`src/rtl/mem_arbiter_if.sv`:
```
// Bundle of fetch, data and shared-memory handshake signals for mem_arbiter.
// The arbiter takes the slave view; clients and the memory model take master.
interface mem_arbiter_if #(
   parameter int XLEN = 64
);
   logic                if_req;
   logic [31:0]         if_addr;
   logic                if_flush;
   logic                if_ready;
   logic                if_valid;
   logic                if_err;
   logic [XLEN-1:0]     if_rdata;

   logic                d_req;
   logic                d_we;
   logic [31:0]         d_addr;
   logic [XLEN-1:0]     d_wdata;
   logic [XLEN/8-1:0]   d_wstrb;
   logic                d_ready;
   logic                d_valid;
   logic                d_err;
   logic [XLEN-1:0]     d_rdata;

   logic                mem_req;
   logic                mem_we;
   logic [31:0]         mem_addr;
   logic [XLEN-1:0]     mem_wdata;
   logic [XLEN/8-1:0]   mem_wstrb;
   logic                mem_ack;
   logic                mem_valid;
   logic                mem_err;
   logic [XLEN-1:0]     mem_rdata;

   modport slave (
      input  if_req, if_addr, if_flush,
             d_req, d_we, d_addr, d_wdata, d_wstrb,
             mem_ack, mem_valid, mem_err, mem_rdata,
      output if_ready, if_valid, if_err, if_rdata,
             d_ready, d_valid, d_err, d_rdata,
             mem_req, mem_we, mem_addr, mem_wdata, mem_wstrb
   );

   modport master (
      output if_req, if_addr, if_flush,
             d_req, d_we, d_addr, d_wdata, d_wstrb,
             mem_ack, mem_valid, mem_err, mem_rdata,
      input  if_ready, if_valid, if_err, if_rdata,
             d_ready, d_valid, d_err, d_rdata,
             mem_req, mem_we, mem_addr, mem_wdata, mem_wstrb
   );
endinterface

```
`src/rtl/mem_arbiter.sv`:
```
// Two-client (fetch/data) arbiter onto one memory port, one transaction in flight,
// with fetch anti-starvation, per-transaction timeout and fetch-flush response dropping.
module mem_arbiter #(
   parameter int XLEN       = 64,
   parameter int STARVE_MAX = 4,
   parameter int TIMEOUT    = 16
) (
   input  logic         clk,
   input  logic         reset,
   mem_arbiter_if.slave bus
);
   localparam int SW = $clog2(STARVE_MAX + 1);
   localparam int TW = $clog2(TIMEOUT + 1);

   typedef enum logic [1:0] {S_IDLE, S_ISSUE, S_WAIT, S_RESP} state_e;

   typedef struct packed {
      logic              we;
      logic [31:0]       addr;
      logic [XLEN-1:0]   wdata;
      logic [XLEN/8-1:0] wstrb;
   } req_t;

   state_e          state_q, state_d;
   req_t            req_q, req_d;
   logic            own_d_q, own_d_d;
   logic            err_q, err_d;
   logic            drop_q, drop_d;
   logic [SW-1:0]   starve_q, starve_d;
   logic [TW-1:0]   tmo_q, tmo_d;
   logic [XLEN-1:0] if_rdata_q, if_rdata_d;
   logic [XLEN-1:0] d_rdata_q, d_rdata_d;

   logic            fetch_ok, grant_i, grant_d, tmo_hit, resp_load;
   logic [XLEN-1:0] resp_data;

   // Data normally wins; a fetch that has lost STARVE_MAX contested rounds wins next.
   always_comb begin
      fetch_ok = bus.if_req & ~bus.if_flush;
      grant_i  = 1'b0;
      grant_d  = 1'b0;
      if (state_q == S_IDLE && !reset) begin
         if (fetch_ok && starve_q == SW'(STARVE_MAX)) grant_i = 1'b1;
         else if (bus.d_req)                          grant_d = 1'b1;
         else if (fetch_ok)                           grant_i = 1'b1;
      end
   end

   assign tmo_hit = (tmo_q == TW'(TIMEOUT - 1));

   always_comb begin
      state_d    = state_q;
      req_d      = req_q;
      own_d_d    = own_d_q;
      err_d      = err_q;
      drop_d     = drop_q;
      starve_d   = starve_q;
      tmo_d      = tmo_q;
      if_rdata_d = if_rdata_q;
      d_rdata_d  = d_rdata_q;
      resp_load  = 1'b0;
      resp_data  = '0;

      case (state_q)
         S_IDLE: begin
            drop_d = 1'b0;
            if (grant_i) begin
               req_d      = '0;
               req_d.addr = bus.if_addr;
               own_d_d    = 1'b0;
               starve_d   = '0;
               tmo_d      = '0;
               state_d    = S_ISSUE;
            end else if (grant_d) begin
               req_d.we    = bus.d_we;
               req_d.addr  = bus.d_addr;
               req_d.wdata = bus.d_wdata;
               req_d.wstrb = bus.d_wstrb;
               own_d_d     = 1'b1;
               tmo_d       = '0;
               state_d     = S_ISSUE;
               if (bus.if_req && starve_q != SW'(STARVE_MAX))
                  starve_d = starve_q + SW'(1);
            end
         end
         S_ISSUE: begin
            tmo_d = tmo_q + TW'(1);
            // A late ack loses to the timeout so mem_req drops on a fixed schedule.
            if (tmo_hit) begin
               err_d     = 1'b1;
               resp_load = 1'b1;
               state_d   = S_RESP;
            end else if (bus.mem_ack) begin
               state_d = S_WAIT;
            end
         end
         S_WAIT: begin
            tmo_d = tmo_q + TW'(1);
            if (bus.mem_valid) begin
               err_d     = bus.mem_err;
               resp_load = 1'b1;
               resp_data = req_q.we ? '0 : bus.mem_rdata;
               state_d   = S_RESP;
            end else if (tmo_hit) begin
               err_d     = 1'b1;
               resp_load = 1'b1;
               state_d   = S_RESP;
            end
         end
         S_RESP: begin
            drop_d  = 1'b0;
            state_d = S_IDLE;
         end
         default: state_d = S_IDLE;
      endcase

      if (!own_d_q && bus.if_flush && (state_q == S_ISSUE || state_q == S_WAIT))
         drop_d = 1'b1;

      if (resp_load) begin
         if (own_d_q)     d_rdata_d  = resp_data;
         else if (!drop_d) if_rdata_d = resp_data;
      end
   end

   always_ff @(posedge clk) begin
      if (reset) begin
         state_q    <= S_IDLE;
         req_q      <= '0;
         own_d_q    <= 1'b0;
         err_q      <= 1'b0;
         drop_q     <= 1'b0;
         starve_q   <= '0;
         tmo_q      <= '0;
         if_rdata_q <= '0;
         d_rdata_q  <= '0;
      end else begin
         state_q    <= state_d;
         req_q      <= req_d;
         own_d_q    <= own_d_d;
         err_q      <= err_d;
         drop_q     <= drop_d;
         starve_q   <= starve_d;
         tmo_q      <= tmo_d;
         if_rdata_q <= if_rdata_d;
         d_rdata_q  <= d_rdata_d;
      end
   end

   // A flush landing in the response cycle itself still suppresses the pulse.
   assign bus.if_ready  = grant_i;
   assign bus.d_ready   = grant_d;
   assign bus.if_valid  = (state_q == S_RESP) & ~own_d_q & ~drop_q & ~bus.if_flush;
   assign bus.if_err    = bus.if_valid & err_q;
   assign bus.if_rdata  = if_rdata_q;
   assign bus.d_valid   = (state_q == S_RESP) & own_d_q;
   assign bus.d_err     = bus.d_valid & err_q;
   assign bus.d_rdata   = d_rdata_q;
   assign bus.mem_req   = (state_q == S_ISSUE);
   assign bus.mem_we    = req_q.we;
   assign bus.mem_addr  = req_q.addr;
   assign bus.mem_wdata = req_q.wdata;
   assign bus.mem_wstrb = req_q.wstrb;
endmodule

```
`src/flat_wrapper.sv`:
```
// flat-port wrapper written by rule: the top's interface ports become plain ports
module mem_arbiter_flat 
#(
   parameter int XLEN       = 64,
   parameter int STARVE_MAX = 4,
   parameter int TIMEOUT    = 16
)
  (clk, reset, bus_if_req, bus_if_addr, bus_if_flush, bus_d_req, bus_d_we, bus_d_addr, bus_d_wdata, bus_d_wstrb, bus_mem_ack, bus_mem_valid, bus_mem_err, bus_mem_rdata, bus_if_ready, bus_if_valid, bus_if_err, bus_if_rdata, bus_d_ready, bus_d_valid, bus_d_err, bus_d_rdata, bus_mem_req, bus_mem_we, bus_mem_addr, bus_mem_wdata, bus_mem_wstrb);
  mem_arbiter_if #(.XLEN(XLEN)) bus_i ();
  input  logic clk;
  input  logic reset;
  input wire logic [$bits(bus_i.if_req)-1:0] bus_if_req;
  input wire logic [$bits(bus_i.if_addr)-1:0] bus_if_addr;
  input wire logic [$bits(bus_i.if_flush)-1:0] bus_if_flush;
  input wire logic [$bits(bus_i.d_req)-1:0] bus_d_req;
  input wire logic [$bits(bus_i.d_we)-1:0] bus_d_we;
  input wire logic [$bits(bus_i.d_addr)-1:0] bus_d_addr;
  input wire logic [$bits(bus_i.d_wdata)-1:0] bus_d_wdata;
  input wire logic [$bits(bus_i.d_wstrb)-1:0] bus_d_wstrb;
  input wire logic [$bits(bus_i.mem_ack)-1:0] bus_mem_ack;
  input wire logic [$bits(bus_i.mem_valid)-1:0] bus_mem_valid;
  input wire logic [$bits(bus_i.mem_err)-1:0] bus_mem_err;
  input wire logic [$bits(bus_i.mem_rdata)-1:0] bus_mem_rdata;
  output wire logic [$bits(bus_i.if_ready)-1:0] bus_if_ready;
  output wire logic [$bits(bus_i.if_valid)-1:0] bus_if_valid;
  output wire logic [$bits(bus_i.if_err)-1:0] bus_if_err;
  output wire logic [$bits(bus_i.if_rdata)-1:0] bus_if_rdata;
  output wire logic [$bits(bus_i.d_ready)-1:0] bus_d_ready;
  output wire logic [$bits(bus_i.d_valid)-1:0] bus_d_valid;
  output wire logic [$bits(bus_i.d_err)-1:0] bus_d_err;
  output wire logic [$bits(bus_i.d_rdata)-1:0] bus_d_rdata;
  output wire logic [$bits(bus_i.mem_req)-1:0] bus_mem_req;
  output wire logic [$bits(bus_i.mem_we)-1:0] bus_mem_we;
  output wire logic [$bits(bus_i.mem_addr)-1:0] bus_mem_addr;
  output wire logic [$bits(bus_i.mem_wdata)-1:0] bus_mem_wdata;
  output wire logic [$bits(bus_i.mem_wstrb)-1:0] bus_mem_wstrb;
  assign bus_i.if_req = bus_if_req;
  assign bus_i.if_addr = bus_if_addr;
  assign bus_i.if_flush = bus_if_flush;
  assign bus_i.d_req = bus_d_req;
  assign bus_i.d_we = bus_d_we;
  assign bus_i.d_addr = bus_d_addr;
  assign bus_i.d_wdata = bus_d_wdata;
  assign bus_i.d_wstrb = bus_d_wstrb;
  assign bus_i.mem_ack = bus_mem_ack;
  assign bus_i.mem_valid = bus_mem_valid;
  assign bus_i.mem_err = bus_mem_err;
  assign bus_i.mem_rdata = bus_mem_rdata;
  assign bus_if_ready = bus_i.if_ready;
  assign bus_if_valid = bus_i.if_valid;
  assign bus_if_err = bus_i.if_err;
  assign bus_if_rdata = bus_i.if_rdata;
  assign bus_d_ready = bus_i.d_ready;
  assign bus_d_valid = bus_i.d_valid;
  assign bus_d_err = bus_i.d_err;
  assign bus_d_rdata = bus_i.d_rdata;
  assign bus_mem_req = bus_i.mem_req;
  assign bus_mem_we = bus_i.mem_we;
  assign bus_mem_addr = bus_i.mem_addr;
  assign bus_mem_wdata = bus_i.mem_wdata;
  assign bus_mem_wstrb = bus_i.mem_wstrb;
  mem_arbiter #(.XLEN(XLEN), .STARVE_MAX(STARVE_MAX), .TIMEOUT(TIMEOUT)) u_core (.clk(clk), .reset(reset), .bus(bus_i));
endmodule
```
`config.mk`:
```
export PLATFORM = sky130hd
export DESIGN_NAME = mem_arbiter_flat
export DESIGN_NICKNAME = d
export VERILOG_FILES = /design/src/rtl/mem_arbiter_if.sv /design/src/rtl/mem_arbiter.sv /design/src/flat_wrapper.sv
export SDC_FILE = /design/constraint.sdc
export NUM_CORES = 1
export LEC_CHECK = 0
export ABC_CLOCK_PERIOD_IN_PS = 2500
export CELL_PAD_IN_SITES_DETAIL_PLACEMENT = 1
export CELL_PAD_IN_SITES_GLOBAL_PLACEMENT = 2
export CORE_ASPECT_RATIO = 0.9
export CORE_MARGIN = 2
export CORE_UTILIZATION = 22
export DETAILED_ROUTE_END_ITERATION = 12
export PLACE_DENSITY_LB_ADDON = 0.1
export SLEW_MARGIN = 25
export SYNTH_ARGS = -nofsm -noshare
export SYNTH_HDL_FRONTEND = slang
export SYNTH_SLANG_ARGS = --single-unit
```
`constraint.sdc`:
```
create_clock -name clk -period 2.5 [get_ports clk]
set_input_delay 0.375 -clock clk [delete_from_list [all_inputs] [get_ports clk]]
set_output_delay 0.375 -clock clk [all_outputs]
set_load 0.005 [all_outputs]
```
# Word level (Yosys, flattened, before mapping)

Index checks and enable logic that the tools add are counted.

Register bits: 246
Output and inout bits: 240
Logic and storage cells: 90

Add/sub/neg operators: 2
Eq/ne operators: 9
Muxes and demuxes: 35
Bitwise gates (word level): 11
Reductions and logical operators: 21

Operators by type and width:

| cell                | count |
|---|---|
| $mux 105            | 2 |
| $mux 64             | 3 |
| $mux 1              | 15 |
| $mux 2              | 6 |
| $mux 5              | 2 |
| $pmux 5 s2          | 1 |
| $mux 3              | 3 |
| $reduce_and 3->1    | 3 |
| $pmux 2 s4          | 1 |
| $reduce_bool 2->1   | 4 |
| $and 1x1->1         | 7 |
| $ne 3x2->1 const B  | 2 |
| $ne 3x3->1 const B  | 2 |
| $reduce_and 2->1    | 3 |
| $add 5x1->5 const B | 1 |
| $eq 5x4->1 const B  | 1 |
| $logic_and 1x1->1   | 5 |
| $eq 2x2->1 const B  | 2 |
| $not 1->1           | 4 |
| $pmux 1 s2          | 2 |
| $reduce_or 2->1     | 2 |
| $add 3x1->3 const B | 1 |
| $eq 3x3->1 const B  | 1 |
| $eq 2x1->1 const B  | 1 |
| 3 further kinds     | 4 |

# Longest topological paths before layout

Depth after elaboration: 8
Depth in mapped cells: 10
Mapped depth without buffers: 7

# Worst setup path before layout

OpenSTA, ideal clock, no wires.

Path type: register -> register
From: register u_core.tmo_q[0]
To: register u_core.if_rdata_q[35] (netlist: u_core.bus.if_rdata[35])
Library setup time: 0.070 ns
Arrival: 1.967 ns
Required time: 2.430 ns
Setup slack: 0.464 ns
Cell stages (with the launch flop): 11
Path buffers: 3
Period minus slack after synthesis: 2.036 ns
Path through: dfxtp_1 > ha_1 > and3_1 > ha_1 > o21a_1 > o211ai_1 > buf_2 > buf_2 > buf_2 > nand3_1 > o21ai_1

Longest elaborated chain between the ends: 5

RTL lines:

| item                                  | RTL line                              | text |
|---|---|---|
| from (decl)                           | mem_arbiter.sv:30                     | `logic [TW-1:0] tmo_q, tmo_d;` |
| from (signal assigned)                | mem_arbiter.sv:144                    | `tmo_q <= tmo_d;` |
| $eq 5x4->1 (*)                        | mem_arbiter.sv:49                     | `assign tmo_hit = (tmo_q == TW'(TIMEOUT - 1));` |
| $mux 1 (*)                            | mem_arbiter.sv:89, mem_arbiter.sv:104 |  |
| $mux 1                                | mem_arbiter.sv:99                     | `if (bus.mem_valid) begin` |
| $pmux 1 s2 (*)                        | mem_arbiter.sv:64                     | `case (state_q)` |
| $reduce_and 3->1 (no source line) (*) | n/a                                   |  |
| to (signal assigned)                  | mem_arbiter.sv:145                    | `if_rdata_q <= if_rdata_d;` |
| to (decl)                             | mem_arbiter.sv:31                     | `logic [XLEN-1:0] if_rdata_q, if_rdata_d;` |

Mark *: on every way between the ends. The rest lies on a longest branch, timed or not.
A chain may end at the register's enable or synchronous reset.

# Worst setup path in the final report

From: register u_core.state_q[1]
To: output port bus_if_err

Longest elaborated chain between the ends: 5

RTL lines:

| item                      | RTL line           | text |
|---|---|---|
| from (decl)               | mem_arbiter.sv:24  | `state_e state_q, state_d;` |
| from (signal assigned)    | mem_arbiter.sv:138 | `state_q <= state_d;` |
| $eq 2x2->1                | mem_arbiter.sv:153 | `assign bus.if_valid = (state_q == S_RESP) & ~own_d_q & ~drop_q & ~bus.if_flush;` |
| $and 1x1->1 (3 in series) | mem_arbiter.sv:153 |  |
| $and 1x1->1               | mem_arbiter.sv:154 | `assign bus.if_err = bus.if_valid & err_q;` |
| to (decl)                 | flat_wrapper.sv:26 | `output wire logic [$bits(bus_i.if_err)-1:0] bus_if_err;` |

No other way between the ends.

==> qor.txt <==
Result of the run -> finished, final reports clean
CTS buffer count -> 30
Setup violators final -> 0
Setup slack, reg-to-reg -> 320 ps
Area growth from synthesis to layout -> 71.1%
Combined global-route utilization of all metal layers -> 16.9%
Part of the power in combinational logic -> 23.1%
Part of the power in the clock network -> 38.1%
Number of buffers on the longest clock path -> 3
Worst ir drop on vdd -> 0.382 mV
Cell with the biggest individual delay on the critical path -> sky130_fd_sc_hd__clkdlybuf4s50_1
Post-synthesis instance total -> 984
Half-perimeter wire length after placement -> 25,500 µm
Clock Skew -> 15.1 ps
Residual overflow from global routing -> 0
Most frequent standard cell in the layout excluding fill and tap cells -> sky130_fd_sc_hd__clkdlybuf4s50_1
Critical Path End Type -> output port
CP Data Arrival Time -> 1980 ps
Slowest Stage Delay on Critical Path -> 560 ps
Count of unresolved DRC violations after routing -> 0
Critical path, cell by cell -> ha_1 -> and3_1 -> clkdlybuf4s50_1
Final Hold Violating Endpoints -> 0
Wire length of the first global-routing pass -> 53,900 µm
Count of input and output buffers -> 448
Ys async rst share -> 0%
Most frequently used flop master after synthesis -> sky130_fd_sc_hd__dfxtp_1
Number of flops mapped to enable cells by yosys -> 0
Synthesized Nets -> 1,204
Crit share post-route -> 94.3%
Static leakage power -> 5.19 nW
CTS Root Cell -> sky130_fd_sc_hd__clkbuf_16
Sequential cell fraction of total power -> 38.8%
DIE HEIGHT -> 193 µm
Setup repair after global routing missed its margin -> false
Maximum operating frequency -> 0.424 GHz
Slew at the pin with the worst max-slew slack -> 936 ps
Internal power -> 8.25 mW
Max H-tree Level -> 1
Number of antenna violations at the first check in global routing -> 4
Cells on worst reg2reg path -> 9
Setup crit start kind -> register
Fillcell total -> 4,537
Initial Utilization -> 22.2%
Drt via density -> 4.47
Area of the mapped netlist -> 0.00870 mm²
Crit Reg-Reg Endpoint -> u_core.bus.if_rdata[22]
Number of search-and-repair iterations in the first detailed-routing pass -> 4
Sinks on the clock net -> 246
Max capacitance violation total -> 0
Clock network latency to the later pin of the worst-skew pair -> 560 ps
Total power density per cell area -> 766 mW/mm²
Net load switching power -> 3.15 mW
Crit Path Max Fanout -> 6
Std-Cell Core Area -> 0.0393 mm²
Switch share -> 27.7%
Horizontal die dimension -> 214 µm
Commonest non-fill, non-tap cells in the layout -> 445 x sky130_fd_sc_hd__clkdlybuf4s50_1, 246 x sky130_fd_sc_hd__dfxtp_1, 131 x sky130_fd_sc_hd__nand3_1
Proportion of layout cells with a drive suffix above 1 -> 6.03%
Hold Path End -> u_core.tmo_q[0]
Total placed instance area -> 0.0139 mm²
Final sum of negative setup slack -> 0 ps
Count of boundary I/O pins -> 449
Largest net degree at the start of global routing -> 83
Post-CTS Setup Repair Bufs -> 0
Starting DRC count in detailed routing -> 348
Area enclosed by the die boundary -> 0.0412 mm²
Worst setup path category -> register to output port
Final worst path period need -> 2360 ps
Synthesized area per cell -> 8.84 µm²
Hold path startpoint -> reset
Via count -> 8,775
YS warnings -> 0
Required time of the critical path -> 2120 ps
Class of the most critical hold timing path -> input pin to register
Number of nets in the finished design -> 1,627
Drt total wl -> 36,600 µm
Worst r2r src -> u_core.tmo_q[0]
Post-synthesis sequential area ratio -> 56.6%
Hold Path Depth -> 2
Clock slew at the register clock pins of the worst setup and hold paths -> 60 ps
Via count of the first global-routing pass -> 9,041
Final weighted congestion in routability-driven placement -> 0.720
Final core area utilization -> 37.9%
Netlist cell types -> 40
WL per Instance -> 18.7 µm
Number of pins exceeding their max-slew limit in the final report -> 0
Design Area, Final -> 0.0149 mm²
Flops & latches, synth -> 246
TritonCTS clock tree -> built
Slew HR -> 37.6%
ANT nets after route -> 0
Number of placement rows -> 69
how the worst max path moves through the flow:
stage	from	end	slack [ps]	cells after the start
2_1_floorplan	u_core.tmo_q[0]	u_core.bus.if_rdata[35]	460	10
3_3_place_gp	bus_if_flush	bus_if_err	150	5
3_5_place_dp	bus_if_flush	bus_if_err	120	5
4_1_cts	u_core.own_d_q	bus_if_err	20	4
5_1_grt	u_core.state_q[1]	bus_if_err	3	3
6_report	u_core.state_q[1]	bus_if_err	140	3
layer usage:
| layer | GRT usage, % | vias to the layer above | part of all wire [%] |
|---|---|---|---|
| met4 | 4.30 | 2 | 2.0 |
| met3 | 7.00 | 48 | 9.4 |
| li1 | - | 4322 | - |
| met1 | 20.5 | 4158 | 43 |
| met2 | 27.5 | 245 | 46 |
| met5 | 0 | - | 0.036 |
cell families (layout without fill, tap and decap cells):
kind of cell,count (synthesis),count (layout),synth area share (%)
other,0,3,0
xor gates and xnor gates,2,2,0.201
AOI/OAI and AO/OA,255,255,17.7
buffers and inverters,96,539,4.36
and+or+nand+nor,372,372,19.3
DFF,246,246,56.6
adders and majority gates,11,11,1.58
muxes,2,2,0.230
cell type report:
| cell class | count | area (µm²) | area share, % |
|---|---|---|---|
| Timing Repair Buffer | 478 | 4840 | 32.5 |
| Clock inverter | 2 | 10.0 | 0.0672 |
| Inverter | 9 | 36.3 | 0.244 |
| Multi-Input combinational cell | 642 | 3430 | 23.0 |
| Antenna cell | 3 | 7.51 | 0.0504 |
| Tap cell | 532 | 666 | 4.47 |
| Sequential cell | 246 | 4920 | 33.1 |
| Clock buffer | 50 | 977 | 6.56 |
synthesized netlist by cell type, types with 2 or more instances:
master                       n  area [µm²]
sky130_fd_sc_hd__nor2b_1     3        18.8
sky130_fd_sc_hd__mux2i_1     2        20.0
sky130_fd_sc_hd__o211ai_1    2        15.0
sky130_fd_sc_hd__nor3_1     38         190
sky130_fd_sc_hd__a21oi_1     7        35.0
sky130_fd_sc_hd__clkbuf_1   58         218
sky130_fd_sc_hd__buf_1      14        52.6
sky130_fd_sc_hd__nand3b_1    4        30.0
sky130_fd_sc_hd__ha_1       11         138
sky130_fd_sc_hd__inv_1       8        30.0
sky130_fd_sc_hd__nand2_1    73         274
sky130_fd_sc_hd__nand3_1   131         656
sky130_fd_sc_hd__o21ai_0    90         450
sky130_fd_sc_hd__o22ai_1    32         200
sky130_fd_sc_hd__o21a_1      2        15.0
sky130_fd_sc_hd__nor2_1    107         402
sky130_fd_sc_hd__dfxtp_1   246        4920
sky130_fd_sc_hd__and2_1      3        18.8
sky130_fd_sc_hd__buf_2      15        75.1
sky130_fd_sc_hd__a31oi_1     2        12.5
sky130_fd_sc_hd__nand2b_1    4        25.0
sky130_fd_sc_hd__a22oi_1    73         548
sky130_fd_sc_hd__o21ai_1    39         195
sky130_fd_sc_hd__and3_1      4        25.0
state kept, by name, indices dropped and copies added, names as in the netlist:
register / count
u_core.err_q: 1
u_core.drop_q: 1
u_core.tmo_q: 5
u_core.state_q: 2
u_core.bus.mem_addr: 32
u_core.bus.mem_we: 1
u_core.bus.mem_wdata: 64
u_core.bus.d_rdata: 64
u_core.own_d_q: 1
u_core.bus.if_rdata: 64
u_core.bus.mem_wstrb: 8
u_core.starve_q: 3
what timing repair did:
item	4_1_cts	5_1_grt
hold buffers	0	0
endpoints found under the setup margin	3	1
pin swaps	0	1
resized for setup	7	0
through the flow:
step	std cells	total power [mW]	setup slack (ps)	hold WS, ps
CTS	1959	11.6	15.9	109
detailed placement	1907	7.16	117	447
global route	1961	12.0	2.83	130
floorplan	984	5.67	464	432
global placement	1907	7.15	146	443
finish	1962	11.4	141	138
worst max-delay path: cells and delay by family (launching register included):
family	cells	cell delay [ps]
simple gates	1	180
flops	1	430
buf+inv	1	560
fa+ha+maj	1	270
power groups by stage:
stage	sequential (mW)	combinational [mW]	clock (mW)
global route	4.47	2.90	4.68
floorplan	4.51	1.16	0
global placement	4.50	2.65	0
CTS	4.43	2.67	4.52
finish	4.43	2.63	4.34
detailed placement	4.51	2.65	0
No activity file was read; power rests on OpenSTA's default activity.
